==> config.mk <==
export PLATFORM = sky130hd
export DESIGN_NAME = rr_arbiter_8
export DESIGN_NICKNAME = d
export VERILOG_FILES = /design/src/rtl/rr_arbiter_8.sv
export SDC_FILE = /design/constraint.sdc
export NUM_CORES = 1
export LEC_CHECK = 0
export CAP_MARGIN = 20
export CORE_UTILIZATION = 40
export DETAILED_ROUTE_END_ITERATION = 8
export GPL_TIMING_DRIVEN = 0
export HOLD_SLACK_MARGIN = 0.12
export PLACE_DENSITY_LB_ADDON = 0.3
export SLEW_MARGIN = 40
export SYNTH_ARGS = -nofsm -noshare
export SYNTH_HDL_FRONTEND = slang
export SYNTH_SLANG_ARGS = --single-unit
==> constraint.sdc <==
create_clock -name clk -period 8.1 [get_ports clk]
set_clock_uncertainty 0.2 [all_clocks]
set_input_delay 1.215 -clock clk [delete_from_list [all_inputs] [get_ports clk]]
set_output_delay 1.215 -clock clk [all_outputs]
set_load 0.1 [all_outputs]
==> src/rtl/rr_arbiter_8.sv <==
// rr_arbiter_8: eight-client round-robin arbiter with hold limit and one-cycle turnaround gap
// Ports:
//   clk, rst            rising-edge clock, synchronous active-high reset
//   req[7:0]            level-sensitive request per client
//   gnt[7:0]            registered one-hot grant, zero when idle
//   gnt_idx[2:0]        registered index of the grant holder, zero when idle
//   gnt_valid           high while a grant is held
//   preempt             one-cycle pulse in the gap after a hold-limit release
module rr_arbiter_8 #(
    parameter int unsigned MAX_HOLD = 16
) (
    input  logic       clk,
    input  logic       rst,
    input  logic [7:0] req,
    output logic [7:0] gnt,
    output logic [2:0] gnt_idx,
    output logic       gnt_valid,
    output logic       preempt
);
    typedef enum logic [1:0] {IDLE, GRANT, PAUSE} state_t;
    state_t     state_q, state_d;
    logic [2:0] ptr_q, ptr_d, idx_q, idx_d, off;
    logic [7:0] hold_q, hold_d, gnt_q, gnt_d, rot, lim;
    logic       valid_q, valid_d, preempt_q, preempt_d, rel_n, rel_f;
    assign lim = 8'(MAX_HOLD);
    // rotate so the pointer position sits at bit 0; the lowest set bit is then the winner offset
    always_comb begin
        rot = 8'({req, req} >> ptr_q);
        off = '0;
        for (int i = 7; i >= 0; i--) if (rot[i]) off = 3'(i);
    end
    assign rel_n = !req[idx_q];
    assign rel_f = hold_q == lim && (req & ~gnt_q) != '0;
    always_comb begin
        state_d   = state_q;
        ptr_d     = ptr_q;
        hold_d    = hold_q;
        idx_d     = idx_q;
        gnt_d     = gnt_q;
        valid_d   = valid_q;
        preempt_d = 1'b0;
        case (state_q)
            IDLE: if (req != '0) begin
                state_d = GRANT;
                idx_d   = ptr_q + off;
                gnt_d   = 8'd1 << idx_d;
                valid_d = 1'b1;
                hold_d  = 8'd1;
            end
            GRANT: if (rel_n || rel_f) begin
                state_d   = PAUSE;
                ptr_d     = idx_q + 3'd1;
                idx_d     = '0;
                gnt_d     = '0;
                valid_d   = 1'b0;
                hold_d    = '0;
                preempt_d = !rel_n;
            end else begin
                hold_d = hold_q == lim ? hold_q : hold_q + 8'd1;
            end
            default: state_d = IDLE;
        endcase
    end
    always_ff @(posedge clk) begin
        if (rst) begin
            state_q   <= IDLE;
            ptr_q     <= '0;
            hold_q    <= '0;
            idx_q     <= '0;
            gnt_q     <= '0;
            valid_q   <= 1'b0;
            preempt_q <= 1'b0;
        end else begin
            state_q   <= state_d;
            ptr_q     <= ptr_d;
            hold_q    <= hold_d;
            idx_q     <= idx_d;
            gnt_q     <= gnt_d;
            valid_q   <= valid_d;
            preempt_q <= preempt_d;
        end
    end
    assign gnt       = gnt_q;
    assign gnt_idx   = idx_q;
    assign gnt_valid = valid_q;
    assign preempt   = preempt_q;
endmodule

==> results.sh <==
export IMPL_status="completed"
export IMPL_grt_usage=0.195
export IMPL_synth_compound_area_frac=0.182
export IMPL_synth_largest_area_cell="dfxtp_1"
export IMPL_viasPerCell=5.79
export IMPL_worstSetupStartpointType="input pin"
export IMPL_hpwl_mm=3.30
export IMPL_overflow=0
export IMPL_ir_worst_vdd_v=0.000270
export IMPL_die_y_microns=69.5
export IMPL_yosysSeqAreaShare=0.286
export IMPL_cts_sinks=26
export IMPL_path_max_fanout=10
export IMPL_worst_slew_pin_transition_ps=731
export IMPL_syn_cell_area_sq_um=1820
export IMPL_crit_family="buffers and inverters"
export IMPL_ys_seq_elements=26
export IMPL_yosys_top_cells_count="26 x dfxtp_1, 23 x nor2_1, 18 x a21oi_1, 13 x mux2i_1"
export IMPL_crit_type="in2reg"
export IMPL_worstPathArrival_ps=4420
export IMPL_antenna_cells=0
export IMPL_power_density_nw_per_um2=328
export IMPL_cp_required_ps=8100
export IMPL_cts_tree="yes"
export IMPL_num_rows=24
export IMPL_wl_per_cell_microns=15.6
export IMPL_gp_congestion=0.841
export IMPL_crit_path_top_delay_cell="fa_1"
export IMPL_grt_max_degree=14
export IMPL_grt_pass1_vias=1576
export IMPL_die_area_sq_um=4830
export IMPL_path_cells="clkdlybuf4s50_1 > buf_2 > mux2_2 > mux2i_1 > o311ai_0 > a21oi_1 > o21ai_0 > a21oi_1 > ha_1 > inv_1 > fa_1 > buf_1 > or3_1 > o22ai_1"
export IMPL_r2r_setup_slack_ps=4270
export IMPL_initial_core_util=0.419
export IMPL_num_nets_final=245
export IMPL_synth_simple_gate_area_frac=0.183
export IMPL_synth_top_family_by_area="multiplexers"
export IMPL_reg2reg_depth=14
export IMPL_period_needed_ps=4420
export IMPL_setup_violations=0
export IMPL_ctsResizeCount=0
export IMPL_cts_hold_buf=0
export IMPL_synth_top_area_share=0.286
export IMPL_whs_endpoint="gnt_valid"
export IMPL_critPathMaxStageDelay_ps=440
export IMPL_min_path_cells=1
export IMPL_ant_nets=0
export IMPL_r2r_start="ptr_q[1]"
export IMPL_dr_pass1_iters=4
export IMPL_holdWs_ps=258
export IMPL_hp_start="gnt_valid"
export IMPL_synthDistinctLibCells=44
export IMPL_p_leak_nw=0.778
export IMPL_path_buf_inv=4
export IMPL_drtIter0Drc=154
export IMPL_finalHoldViolCount=0
export IMPL_io_buffers=20
export IMPL_drive_above_1_share=0.180
export IMPL_maxSlewHeadroom=0.507
export IMPL_core_area_sq_um=4350
export IMPL_wirelength_mm=4.37
export IMPL_async_flop_share=0
export IMPL_path_common_cell="a21oi_1"
export IMPL_netlist_instances=205
export IMPL_rsz0062_at_grt="no"
export IMPL_syn2layout_area_growth_pct=13.7
export IMPL_syn_avg_cell_area_sq_um=8.89
export IMPL_synth_mux_area_frac=0.226
export IMPL_maxSlewViolCount=0
export IMPL_syn_num_nets=220
export IMPL_synth_most_common_cell="dfxtp_1"
export IMPL_fmax_mhz=226
export IMPL_yosysWarnings=0
export IMPL_fp_dieW_microns=69.5
export IMPL_cts_buffers=3
export IMPL_num_vias=1620
export IMPL_r2r_end="gnt[2]"
export IMPL_synth_edf_count=0
export IMPL_grt_first_pass_wirelength_mm=7.60
export IMPL_clkTransAtPathRegs_ps=80
export IMPL_synth_main_ff_cell="dfxtp_1"
export IMPL_drv_cap=0
export IMPL_crit_path_start="req[7]"
export IMPL_synthXorXnorAreaFrac=0.0384
export IMPL_drc=0
export IMPL_setup_tns_ps=0
export IMPL_synthAdderAreaFrac=0.0384
export IMPL_fillers=432
export IMPL_cts_buffer_depth=2
export IMPL_post_cts_buffers=0
export IMPL_io_pin_count=23
export IMPL_antenna_found_initial=0
export IMPL_synthTopCellsByArea="dfxtp_1 29%, mux4_2 12%, mux2i_1 7.1%"
export IMPL_clockRootBuffer="clkbuf_8"
export IMPL_htree_num_levels=1
export IMPL_hold_class="reg2reg"
export IMPL_period_share=0.546
export IMPL_clk_latency_ps=270
export IMPL_worstSetupEndpointType="register"
[layer usage]
layer,global-route usage,part of all wire
met1,0.277,0.49
met5,0,0
met3,0.0160,0.037
met4,0.0567,0.012
met2,0.316,0.46
[cells by family (layout without fill, tap and decap cells)]
logic type	Yosys count	after routing
multiplexers	28	28
AND/OR/NAND/NOR	68	68
XOR/XNOR	8	8
AO/OA/AOI/OAI	49	49
flip-flops	26	26
buffers and inverters	21	44
adder cells (fa/ha/maj)	5	5
[sequential cells by signal, summed over array words and instances, names as in the netlist]
register   count
hold_q         8
gnt            8
gnt_valid      1
state_q        2
ptr_q          3
preempt        1
gnt_idx        3
[worst max-delay path by stage]
stage,to,slack (ps),depth (start not counted)
global placement,gnt[4],3220,14
detailed placement,gnt[4],3210,14
finish,gnt[2],3680,14
global route,gnt[4],3460,14
CTS,gnt[4],3470,14
floorplan,gnt[4],4150,13
[metrics by stage]
stage	cell area [sq um]	util	power (W)	setup WS (ps)	std cells
finish	2070	0.476	0.000681	3680	280
global route	2070	0.476	0.000732	3460	280
CTS	2060	0.474	0.000682	3470	280
detailed placement	2020	0.465	0.000607	3210	277
global placement	2090	0.480	0.000622	3220	277
floorplan	1820	-	0.000527	4150	205
[final cells by class]
class                      count  area (sq um)  share of cell area
tap                           52          65.1              0.0314
timing repair buffer          20           135              0.0652
buffer                        11          47.5              0.0229
sequential                    26           520               0.251
multi-input combinational    158          1220               0.591
clock buffer                   3          41.3              0.0199
inverter                      10          37.5              0.0181
[report_power, final]
part	total [W]	switching [W]	internal, W
Combinational	0.000425	0.000295	0.000130
Sequential	0.000182	0.0000258	0.000157
Clock	0.0000730	0.0000397	0.0000334
[layout by cell type, fill, tap and decap left out, types with 2 or more instances in the layout]
master	synthesis	routed
nand3_1	3	3
mux2i_1	13	13
clkbuf_1	5	5
clkbuf_8	0	3
o21ai_0	5	5
mux2_2	5	5
a21o_1	3	3
clkdlybuf4s50_1	0	7
a211oi_1	3	3
nor3_1	10	10
nand2b_1	2	2
buf_2	4	17
ha_1	4	4
a2111oi_0	2	2
mux4_2	10	10
nand2_1	8	8
nor2_1	23	23
a21oi_1	18	18
nand4_1	6	6
and3_1	3	3
xor2_1	7	7
dfxtp_1	26	26
nor2b_1	9	9
o2bb2ai_1	3	3
a22o_1	4	4
inv_1	9	9
No activity file was read; power rests on OpenSTA's default activity.
